## src/rtl/ym3438_pkg.sv

```systemverilog
// ============================================================================
// Module   : ym3438_pkg
// Purpose  : Shared constants, FSM state type and sample decode for the
//            YM3438 channel mixer.
// Revision : 1.0
// ============================================================================
`default_nettype none

package ym3438_pkg;

    localparam int C_NUM_CH = 6;
    localparam int C_PAN_L  = 1;
    localparam int C_PAN_R  = 0;

    typedef enum logic [1:0] {
        ST_WAIT_SYNC = 2'd0,
        ST_ACCUM     = 2'd1,
        ST_EXPECT    = 2'd2
    } mixer_state_t;

    // Channel samples arrive offset binary; flipping the MSB yields two's complement.
    function automatic logic signed [8:0] decode_sample(input logic [8:0] raw);
        return $signed({~raw[8], raw[7:0]});
    endfunction

endpackage

`default_nettype wire

```

## src/rtl/ym3438_ch_mixer_acc.sv

```systemverilog
// ============================================================================
// Module   : ym3438_ch_mixer_acc
// Purpose  : One signed frame accumulator with load / clear / add controls.
// Revision : 1.0
// ============================================================================
`default_nettype none

module ym3438_ch_mixer_acc #(
    parameter int ACC_W = 12
) (
    input  logic                    clk,
    input  logic                    rst,
    input  logic                    i_load,
    input  logic                    i_clear,
    input  logic                    i_add,
    input  logic signed [ACC_W-1:0] i_din,
    output logic signed [ACC_W-1:0] o_sum
);

    logic signed [ACC_W-1:0] r_acc;

    // o_sum is what an add would store; the top samples it on the last slot.
    assign o_sum = r_acc + i_din;

    always_ff @(posedge clk) begin
        if (rst) begin
            r_acc <= '0;
        end else if (i_load) begin
            r_acc <= i_din;
        end else if (i_clear) begin
            r_acc <= '0;
        end else if (i_add) begin
            r_acc <= o_sum;
        end
    end

endmodule

`default_nettype wire

```

## src/rtl/ym3438_ch_mixer.sv

```systemverilog
// ============================================================================
// Module   : ym3438_ch_mixer
// Purpose  : Accumulates NUM_CH time-multiplexed channel samples into one
//            stereo frame and presents it through a valid/ready handshake.
// Revision : 1.0
// ============================================================================
`default_nettype none

module ym3438_ch_mixer
    import ym3438_pkg::*;
#(
    parameter int NUM_CH = C_NUM_CH,
    parameter int ACC_W  = 12,
    parameter int OUT_W  = 16
) (
    input  logic                    MCLK,
    input  logic                    reset,
    input  logic                    slot_en,
    input  logic                    frame_sync,
    input  logic [8:0]              ch_out,
    input  logic [1:0]              ch_pan,
    output logic signed [OUT_W-1:0] out_l,
    output logic signed [OUT_W-1:0] out_r,
    output logic                    out_valid,
    input  logic                    out_ready,
    output logic                    sync_err,
    output logic [7:0]              drop_cnt
);

    localparam int              C_SLOT_W = (NUM_CH > 1) ? $clog2(NUM_CH) : 1;
    localparam int              C_SHIFT  = OUT_W - ACC_W;
    localparam logic [C_SLOT_W-1:0] C_LAST = C_SLOT_W'(NUM_CH - 1);

    mixer_state_t            r_state, w_state_next;
    logic [C_SLOT_W-1:0]     r_slot, w_slot_next;
    logic                    w_load, w_add, w_clear, w_done, w_err_set;
    logic signed [8:0]       w_s;
    logic signed [ACC_W-1:0] w_s_ext, w_con_l, w_con_r;
    logic signed [ACC_W-1:0] w_sum_l, w_sum_r;
    logic signed [OUT_W-1:0] w_ext_l, w_ext_r;

    assign w_s     = decode_sample(ch_out);
    assign w_s_ext = ACC_W'(w_s);
    assign w_con_l = ch_pan[C_PAN_L] ? w_s_ext : '0;
    assign w_con_r = ch_pan[C_PAN_R] ? w_s_ext : '0;

    ym3438_ch_mixer_acc #(.ACC_W(ACC_W)) u_acc_l (
        .clk     (MCLK),
        .rst     (reset),
        .i_load  (w_load),
        .i_clear (w_clear),
        .i_add   (w_add),
        .i_din   (w_con_l),
        .o_sum   (w_sum_l)
    );

    ym3438_ch_mixer_acc #(.ACC_W(ACC_W)) u_acc_r (
        .clk     (MCLK),
        .rst     (reset),
        .i_load  (w_load),
        .i_clear (w_clear),
        .i_add   (w_add),
        .i_din   (w_con_r),
        .o_sum   (w_sum_r)
    );

    assign w_ext_l = OUT_W'(w_sum_l);
    assign w_ext_r = OUT_W'(w_sum_r);

    // ST_EXPECT is the post-frame state: a missing sync there flywheels
    // instead of being ignored as it is before the first sync.
    always_comb begin
        w_state_next = r_state;
        w_slot_next  = r_slot;
        w_load       = 1'b0;
        w_add        = 1'b0;
        w_clear      = 1'b0;
        w_done       = 1'b0;
        w_err_set    = 1'b0;
        case (r_state)
            ST_WAIT_SYNC: begin
                if (slot_en && frame_sync) begin
                    w_load       = 1'b1;
                    w_slot_next  = C_SLOT_W'(1);
                    w_state_next = ST_ACCUM;
                end
            end
            ST_EXPECT: begin
                if (slot_en) begin
                    w_load       = 1'b1;
                    w_err_set    = !frame_sync;
                    w_slot_next  = C_SLOT_W'(1);
                    w_state_next = ST_ACCUM;
                end
            end
            ST_ACCUM: begin
                if (slot_en && frame_sync) begin
                    w_load      = 1'b1;
                    w_err_set   = 1'b1;
                    w_slot_next = C_SLOT_W'(1);
                end else if (slot_en && (r_slot == C_LAST)) begin
                    w_done       = 1'b1;
                    w_clear      = 1'b1;
                    w_slot_next  = '0;
                    w_state_next = ST_EXPECT;
                end else if (slot_en) begin
                    w_add       = 1'b1;
                    w_slot_next = r_slot + C_SLOT_W'(1);
                end
            end
            default: begin
                w_state_next = ST_WAIT_SYNC;
                w_slot_next  = '0;
            end
        endcase
    end

    always_ff @(posedge MCLK) begin
        if (reset) begin
            r_state  <= ST_WAIT_SYNC;
            r_slot   <= '0;
            sync_err <= 1'b0;
        end else begin
            r_state  <= w_state_next;
            r_slot   <= w_slot_next;
            sync_err <= sync_err | w_err_set;
        end
    end

    always_ff @(posedge MCLK) begin
        if (reset) begin
            out_l     <= '0;
            out_r     <= '0;
            out_valid <= 1'b0;
            drop_cnt  <= '0;
        end else if (w_done) begin
            out_l     <= w_ext_l <<< C_SHIFT;
            out_r     <= w_ext_r <<< C_SHIFT;
            out_valid <= 1'b1;
            if (out_valid && !out_ready && (drop_cnt != 8'hFF)) begin
                drop_cnt <= drop_cnt + 8'd1;
            end
        end else if (out_valid && out_ready) begin
            out_valid <= 1'b0;
        end
    end

endmodule

`default_nettype wire

```

## config.mk

```make
export PLATFORM = sky130hd
export DESIGN_NAME = ym3438_ch_mixer
export DESIGN_NICKNAME = d
export VERILOG_FILES = /design/src/rtl/ym3438_pkg.sv /design/src/rtl/ym3438_ch_mixer_acc.sv /design/src/rtl/ym3438_ch_mixer.sv
export SDC_FILE = /design/constraint.sdc
export NUM_CORES = 1
export LEC_CHECK = 0
export ABC_CLOCK_PERIOD_IN_PS = 5900
export BUFFER_PORTS_ARGS = -buffer_cell sky130_fd_sc_hd__buf_2
export CORE_AREA = 10 10 100 102
export CTS_CLUSTER_DIAMETER = 80
export DETAILED_ROUTE_END_ITERATION = 7
export DIE_AREA = 0 0 110 112
export HOLD_SLACK_MARGIN = 0.12
export PLACE_DENSITY = 0.71
export SYNTH_ARGS = -nofsm -noshare
export SYNTH_HDL_FRONTEND = slang
export SYNTH_SLANG_ARGS = --single-unit
```

## constraint.sdc

```tcl
create_clock -name MCLK -period 5.9 [get_ports MCLK]
set_input_delay 1.18 -clock MCLK [delete_from_list [all_inputs] [get_ports MCLK]]
set_output_delay 1.18 -clock MCLK [all_outputs]
set_load 0.02 [all_outputs]
```

==> results of run 1 <==
## cells in the mapped netlist, types with 2 or more instances
library cell,number
nor4_1,2
buf_2,3
nor2_1,47
o21ai_0,17
a31oi_1,3
nand4b_1,2
o21a_1,4
nand3_1,8
a211oi_1,10
xor2_1,10
a21o_1,9
nor3_1,8
clkbuf_1,17
and2_1,19
a22oi_1,3
a21oi_1,40
inv_1,10
o2bb2ai_1,2
and2_0,2
a222oi_1,12
buf_4,9
fa_1,2
xnor2_1,14
ha_1,30
o21bai_1,3
a2bb2oi_1,2
o22ai_1,4
nand4_1,2
mux2i_1,4
or3_1,7
and3_1,3
a221oi_1,2
nand3b_1,6
or2_2,3
nand2b_1,6
nand2_1,49
dfxtp_1,63
nor2b_1,2
o221ai_1,3
## power breakdown
group / leakage [µW] / switching, µW / internal [µW]
logic: 0.00128 / 209 / 135
registers: 0.000510 / 24.2 / 457
clock network: 0.0000902 / 166 / 179
total: 0.00188 / 400 / 771
## logic make-up (layout without fill, tap and decap cells)
logic type | count (synthesis) | after routing | share of synthesized area
xor+xnor | 24 | 24 | 0.0542
compound gates | 126 | 126 | 0.224
mux | 4 | 4 | 0.0103
flops | 63 | 63 | 0.325
other cells | 1 | 8 | 0.000968
fa+ha+maj | 32 | 32 | 0.107
simple gates | 174 | 174 | 0.226
buf+inv | 41 | 74 | 0.0513
## worst min-delay path: cells and delay by family, from the launching register on
family	cells	cell delay, ns
compound gates	1	0.05
flops	1	0.31
simple gates	1	0.05
## worst paths after layout
check / start / end / slack [ns] / depth (start not counted)
max: ch_pan[0] / u_acc_r.r_acc[10] / 2.64 / 10
min: out_r[8] / out_r[8] / 0.45 / 2
max reg2reg: r_state[0] / u_acc_r.r_acc[9] / 3.13 / 7
min reg2reg: out_r[8] / out_r[8] / 0.45 / 2
## registers in the layout, indices dropped and copies added, names as in the netlist
signal,cells
u_acc_r.r_acc,12
out_l,12
r_state,2
r_slot,3
u_acc_l.r_acc,12
drop_cnt,8
out_r,12
sync_err,1
out_valid,1
## routing by layer
| layer | GRT usage | routed length [µm] | up-vias |
|---|---|---|---|
| met5 | 0 | 0 | - |
| met4 | 0.0477 | 123 | 0 |
| met3 | 0.0461 | 667 | 12 |
| met2 | 0.253 | 4500 | 85 |
| met1 | 0.188 | 4230 | 1604 |
| li1 | - | - | 1742 |
## cell type report
| type | count | area share |
|---|---|---|
| repair buffers | 51 | 0.0605 |
| clock inverters | 1 | 0.00116 |
| flip-flops and latches | 63 | 0.293 |
| inverters | 10 | 0.00872 |
| clock buffers | 12 | 0.0384 |
| well taps | 105 | 0.0305 |
| multi-input cells | 368 | 0.568 |
## metrics by stage
stage               total power, µW  cell area [µm²]  std cells
finish                         1170             4300        610
global route                   1250             4300        610
CTS                            1180             4300        610
detailed placement              829             4130        597
global placement                815             4130        597
floorplan                       761             3900        472
==> impl_results.md, run 1 <==
- CTS Hold Buffers Added: 0
- Dpl ws: between 2 and 2.5 ns
- IO Count: 58
- Post-CTS setup buffers: 0
- Mapped Area: 3870 µm²
- Drt wl/cell: 15.6 µm
- Global-route usage over all layers: 0.155
- Max-slew headroom: 0.210
- Antenna-violating nets left: 0
- Buffers & Inverters on Critical Path: 1
- Gr ovfl total: 0
- Via density: 5.64
- Most area-hungry cell type in the Yosys netlist: dfxtp_1
- Clock tree from TritonCTS: built
- Commonest non-fill, non-tap cell in the layout: dfxtp_1
- Max_cap viols: 0
- Ranking of synthesized cells by area: dfxtp_1, ha_1, a21oi_1
- Layout cells sized above 1: 0.145
- Placement Rows: 33
- Worst Path Max Fanout: 10
- Root Driver: clkbuf_8
- Worst setup SP type: input port
- Min-Delay Path Class: reg -> reg
- CP peak stage delay: around 0.43 ns
- Avg Inst Size Synth: 8.33 µm²
- Post-route core utilization: 0.535
- DP HPWL: ~6700 µm
- Period utilization: 0.553
- DRT Pass-1 Iters: 8
- Post-synth ARST share: 0
- Die Span Y: approximately 110 µm
- Achievable Freq: 307 MHz
- Via count: around 3,400
- Critical path class: in -> reg
- Htree depth: 3
- Area growth from synthesis to layout: 11.1%
- Placer Congestion: 0.890
- Post-synth EDFFs: 0
- Worst-skew pair later-pin latency: around 0.35 ns
- Register Area: 1260 µm²
- CP Cell Sequence: buf_2, and2_1, ha_1, fa_1, a211oi_1, o21bai_1, a2111o_1, xor2_1, a221oi_1, nor2_1
- Maximum clock path buffer count: 2
- TritonCTS Buffers: 9
- Setup violators final: 0
- Die area: around 12,000 µm²
- NumNets Final: ~550
- CP required: 6.11 ns
- Initial antenna violation count: 0
- Routed WL: about 9500 µm
- LEAKAGE: 0.00188 µW
- Worst hold slack: 0.451 ns
- Synth unique cells: between 60 and 70
- Max Slew Vio Count: 0
- Die width: 110 µm
- Critical Path AT: 3.47 ns
- Peak supply drop: about 0.00010 V
- TritonCTS Sinks: 63
- Syn Inst Count: 465
- Post-route DRC: 0
- Detailed Route Iter0 Violations: roughly 230
- Most frequent cells in the layout: dfxtp_1, nand2_1, buf_2
- Worst Skew: 0.00626 ns
- # port buffers: roughly 50
- Slowest-stage cell, CP: fa_1
- Core ar.: between 8000 and 9000 µm²
- Antenna cells: 0
- Slew @ Worst Pin: 1.18 ns
- Synthesized flop and latch total: 63
- CTS resizes: 0
- CTS clk-pin slew, worst paths: approximately 0.070 ns
- Main synth FF type: dfxtp_1
- Top cell type's share of synthesized area: 0.325
- Crit path max-delay family: compound AO/OA/AOI/OAI gates
- Part of the Yosys area used for sequential elements: 0.325
- Setup TNS: 0 ns
- Crit end category: register
- Final hold viol count: 0
- Fill cell count: 786
- Pwr per Cell Area: 272 nW/µm²
- Status: completed
- First-pass GRT wire length: ~16,000 µm
- Worst Slack Setup Final: 2.64 ns
- Vias in the first global route: about 3,300
- Min Tclk post-route: around 3.3 ns
- RSZ-0062 raised after global routing: no
- Starting Density: 0.481
- Largest net degree at the start of global routing: 74
- Multi-input gate area: between 2000 and 2500 µm²
- Yosys warnings: 0
No activity file was read; power rests on OpenSTA's default activity.
==> run 2, diff against run 1 <==
--- a/config.mk
+++ b/config.mk
@@ -5,14 +5,14 @@
 export SDC_FILE = /design/constraint.sdc
 export NUM_CORES = 1
 export LEC_CHECK = 0
-export ABC_CLOCK_PERIOD_IN_PS = 5900
+export ABC_CLOCK_PERIOD_IN_PS = 2700
 export BUFFER_PORTS_ARGS = -buffer_cell sky130_fd_sc_hd__buf_2
 export CORE_AREA = 10 10 100 102
 export CTS_CLUSTER_DIAMETER = 80
 export DETAILED_ROUTE_END_ITERATION = 7
 export DIE_AREA = 0 0 110 112
 export HOLD_SLACK_MARGIN = 0.12
-export PLACE_DENSITY = 0.71
+export PLACE_DENSITY = 0.74
 export SYNTH_ARGS = -nofsm -noshare
 export SYNTH_HDL_FRONTEND = slang
 export SYNTH_SLANG_ARGS = --single-unit
==> constraint.sdc (replaced) <==
create_clock -name MCLK -period 2.7 [get_ports MCLK]
set_input_delay 0.54 -clock MCLK [delete_from_list [all_inputs] [get_ports MCLK]]
set_output_delay 0.54 -clock MCLK [all_outputs]
set_load 0.02 [all_outputs]
==> run 2 against run 1 <==
Hold slack barely moved. Combinational power up 130%. Via count rose by 5.0%. Wire length increased by 3.1%. Sequential share of layout area down 1.3 points. Global-route usage is 0.51 points higher. Critical path type unchanged. Largest power group unchanged.
==> impl_results.md, run 2 (synthesis results as in run 1) <==
- Placer Congestion: 0.923
- Placement Rows: 33
- Slew @ Worst Pin: 0.966 ns
- Clock power frac: 0.314
- Root Driver: clkbuf_8
- Worst-skew pair later-pin latency: 0.34 ns
- Detailed Route Iter0 Violations: 253
- Global-route usage over all layers: 0.160
- Max-slew headroom: 0.356
- Via count: 3,615
- Net Switching: 908 µW
- Fill cell count: ~750
- Total power: ~2700 µW
- NumNets Final: about 570
- Combinational Power Share: 0.294
- Dpl ws: -0.123 ns
- Post-CTS setup buffers: 0
- Antenna cells: 0
- Design Area, Final: 4510 µm²
- Flop pwr share: 0.392
- DP HPWL: 7260 µm
- Crit end category: register
- DRT Pass-1 Iters: 7
- Worst Skew: 0.00850 ns
- Gr ovfl total: 0
- Antenna-violating nets left: 0
- Die Span Y: 112 µm
- TritonCTS Sinks: between 60 and 70
- Die area: 12,300 µm²
- Clock tree from TritonCTS: built
- Most frequent cells in the layout: dfxtp_1, nand2_1, buf_2
- Max_cap viols: 0
- Sw frac: 0.338
- Worst Path Max Fanout: 3
- TritonCTS Buffers: 9
- Achievable Freq: 398 MHz
- Largest net degree at the start of global routing: 58
- Post-route core utilization: 0.560
- CTS clk-pin slew, worst paths: 0.07 ns
- Worst setup SP type: input port
- R2R depth: 8
- Pwr per Cell Area: 595 nW/µm²
- CTS resizes: 0
- Slowest-stage cell, CP: a2111o_1
- Status: completed
- Setup violators final: 0
- Routed WL: 9820 µm
- Post-route DRC: 0
- Min Tclk post-route: 2.52 ns
- Die width: 110 µm
- Commonest non-fill, non-tap cell in the layout: dfxtp_1
- CP required: 2.89 ns
- IO Count: between 50 and 60
- Initial antenna violation count: 0
- Worst Slack Setup Final: 0.185 ns
- Via density: 5.68
- Peak supply drop: 0.000269 V
- CP Cell Sequence: buf_2, and2_1, ha_1, fa_1, a211oi_1, o21bai_1, a2111o_1, xor2_1, a221oi_1, nor2_1
- # port buffers: roughly 50
- Vias in the first global route: 3,413
- Final hold viol count: 0
- First-pass GRT wire length: 16,200 µm
- Hold path depth: 2
- LEAKAGE: 0.00199 µW
- Worst hold slack: 0.451 ns
- Area growth from synthesis to layout: 16.4%
- Drt wl/cell: 15.4 µm
- Setup slack, reg-to-reg: 0.28 ns
- CTS Hold Buffers Added: 0
- Period utilization: 0.932
- Critical path class: in -> reg
- CP peak stage delay: 0.43 ns
- Int Pwr: 1780 µW
- Dpl cell area: 4310 µm²
- Maximum clock path buffer count: 2
- Core ar.: 8050 µm²
- Starting Density: 0.481
- Layout cells sized above 1: 0.186
- RSZ-0062 raised after global routing: no
- Critical Path AT: 2.71 ns
- Htree depth: 3
- Max Slew Vio Count: 0
- Min-Delay Path Class: reg -> reg
run 2: power groups by stage:
stage / sequential, µW / clock (µW) / combinational (µW)
2_1_floorplan: 1060 / 0 / 602
3_3_place_gp: 1070 / 0 / 751
3_5_place_dp: 1070 / 0 / 776
4_1_cts: 1050 / 854 / 781
5_1_grt: 1060 / 903 / 879
6_report: 1050 / 843 / 789
run 2: area by class of cell:
| class | instances | area [µm²] | share of cell area |
|---|---|---|---|
| clock buffers | 11 | 141 | 0.0314 |
| well taps | 105 | 131 | 0.0291 |
| flip-flops and latches | 63 | 1260 | 0.280 |
| repair buffers | 74 | 433 | 0.0960 |
| multi-input cells | 368 | 2450 | 0.543 |
| inverters | 10 | 37.5 | 0.00832 |
| clock inverters | 5 | 57.6 | 0.0128 |
run 2: critical path: cells and delay by family:
kind | cells | cell delay [ns]
AOI/OAI and AO/OA | 4 | 1.06
xor gates and xnor gates | 1 | 0.16
adders and majority gates | 2 | 0.62
buffers and inverters | 1 | 0.11
and+or+nand+nor | 2 | 0.21
run 2: stage by stage:
step / cells / setup TNS (ns)
final: 636 / 0
after global routing: 636 / 0
after CTS: 636 / 0
after detailed placement: 620 / -0.123
after global placement: 620 / -0.0901
after floorplan: 472 / 0
run 2: worst paths after layout:
kind               from                 to
max reg2reg  r_state[1]   u_acc_r.r_acc[8]
min reg2reg    out_l[7]           out_l[7]
min            out_l[7]           out_l[7]
max           ch_pan[0]  u_acc_r.r_acc[10]
run 2: metal layers:
metal	track usage	vias to the layer above	wire (µm)
li1	-	1783	-
met1	0.198	1699	4260
met2	0.261	119	4690
met3	0.0381	14	707
met4	0.0564	0	165
met5	0	-	0
==> run 3, diff against run 2 <==
--- a/config.mk
+++ b/config.mk
@@ -7,10 +7,10 @@
 export LEC_CHECK = 0
 export ABC_CLOCK_PERIOD_IN_PS = 2700
 export BUFFER_PORTS_ARGS = -buffer_cell sky130_fd_sc_hd__buf_2
-export CORE_AREA = 10 10 100 102
+export CORE_AREA = 10 10 86 118
 export CTS_CLUSTER_DIAMETER = 80
 export DETAILED_ROUTE_END_ITERATION = 7
-export DIE_AREA = 0 0 110 112
+export DIE_AREA = 0 0 96 128
 export HOLD_SLACK_MARGIN = 0.12
 export PLACE_DENSITY = 0.74
 export SYNTH_ARGS = -nofsm -noshare
==> run 3 against run 2 <==
First-iteration DRC count decreased by 2.4%. Utilization increased by 1.0 points. Register-to-register slack improved by 0.03 ns. Critical path type unchanged.
==> impl_results.md, run 3 (synthesis results as in run 1) <==
- Slowest-stage cell, CP: a2111o_1
- TritonCTS Sinks: 63
- Placer Congestion: 0.831
- Placed cells: 616
- TritonCTS Buffers: 9
- Initial antenna violation count: 1
- Die Span Y: between 100 and 150 µm
- Placement Rows: 39
- IO Count: between 50 and 60
- CP peak stage delay: 0.44 ns
- Worst-skew pair later-pin latency: approximately 0.33 ns
- Die area: 12,300 µm²
- Pwr per Cell Area: 632 nW/µm²
- CTS resizes: 0
- Worst Skew: approximately 0.0074 ns
- Critical R2R Capture: u_acc_r.r_acc[9]
- Commonest non-fill, non-tap cell in the layout: dfxtp_1
- Worst Setup SP: ch_pan[0]
- Buffers & Inverters on Critical Path: 1
- # port buffers: 49
- Hold Startpoint: out_r[8]
- Htree depth: 3
- Via count: 3,587
- CP endpoint: u_acc_r.r_acc[10]
- Post-route core utilization: 0.570
- CP Cell Sequence: buf_2, and2_1, ha_1, fa_1, a211oi_1, o21bai_1, a2111o_1, xor2_1, a221oi_1, nor2_1
- Worst Slack Setup Final: 0.194 ns
- DP HPWL: a little over 7000 µm
- Clock tree from TritonCTS: built
- Starting Density: 0.484
- Setup slack, reg-to-reg: 0.31 ns
- CTS clk-pin slew, worst paths: ~0.05 ns
- Final hold viol count: 0
- DRT Pass-1 Iters: 8
- Slew @ Worst Pin: 0.898 ns
- Status: completed
- Area growth from synthesis to layout: 17.8%
- Drt wl/cell: 15.5 µm
- Post-CTS setup buffers: 0
- CTS Hold Buffers Added: 0
- RSZ-0062 raised after global routing: no
- Min Tclk post-route: 2.51 ns
- First-pass GRT wire length: 15,400 µm
- Die width: roughly 96 µm
- Layout cells sized above 1: 0.178
- R2R Path Start: r_state[1]
- Maximum clock path buffer count: 2
- CP required: 2.88 ns
- Fill cell count: 756
- Detailed Route Iter0 Violations: 247
- Max-slew headroom: 0.402
- LEAKAGE: roughly 0.0020 µW
- Post-route non-filler standard cell count: 631
- Core ar.: 8000 µm²
- Peak supply drop: about 0.00032 V
- Crit path max-delay family: compound AO/OA/AOI/OAI gates
- Crit end category: register
- Root Driver: clkbuf_16
- R2R depth: 8
- Register Area: 1260 µm²
- Routed WL: 9780 µm
- Critical Path AT: 2.68 ns
- Worst Path Max Fanout: 3
- Critical path class: in -> reg
- Setup violators final: 0
- Max_cap viols: 0
- Max Slew Vio Count: 0
- Global-route usage over all layers: 0.154
- Post-route DRC: 0
- Total power: 2880 µW
- Via density: 5.68
- Antenna-violating nets left: 0
- Period utilization: 0.928
- Most frequent cells in the layout: dfxtp_1, nand2_1, buf_2
- Dpl ws: -0.119 ns
- Worst setup SP type: input port
- Vias in the first global route: 3,337
- Achievable Freq: 399 MHz
- Gr ovfl total: 0
- NumNets Final: 573
- WP depth: 10
- Min-Delay Path Class: reg -> reg
- Largest net degree at the start of global routing: 55
- Multi-input gate area: approximately 2400 µm²
run 3: cell type report:
class                   instances  area share
diodes                          1    0.000548
flip-flops and latches         63       0.276
clock buffers                  13      0.0570
clock inverters                 1     0.00110
well taps                     102      0.0280
repair buffers                 73      0.0932
inverters                      10     0.00823
multi-input cells             368       0.536
run 3: through the flow:
stage	instance area, µm²	hold slack, ns	TNS, ns
after floorplan	3900	0.463	0
after global placement	4300	0.441	-0.0896
after detailed placement	4300	0.444	-0.149
after CTS	4560	0.451	0
after global routing	4560	0.467	0
final	4560	0.448	0
run 3: layer usage:
| layer | part of all wire | track usage |
|---|---|---|
| met1 | 0.41 | 0.171 |
| met2 | 0.51 | 0.266 |
| met3 | 0.059 | 0.0375 |
| met4 | 0.025 | 0.0670 |
| met5 | 0 | 0 |
run 3: how the worst min path moves through the flow:
stage	to	cells after the start	slack, ns
2_1_floorplan	u_acc_r.r_acc[9]	2	0.46
3_3_place_gp	out_r[4]	2	0.44
3_5_place_dp	out_r[11]	2	0.44
4_1_cts	out_r[11]	2	0.45
5_1_grt	out_l[12]	2	0.47
6_report	out_r[8]	2	0.45
run 3: report_power, final:
part / total [µW] / switching (µW) / internal (µW)
Sequential: 1050 / 54.0 / 1000
Clock: 1040 / 384 / 658
Combinational: 785 / 461 / 324
Total: 2880 / 899 / 1980
run 3: worst min-delay path: stages, from the launching register on:
cell and delay, ns:
dfxtp_1 0.30, nand2_1 0.05, a21oi_1 0.05
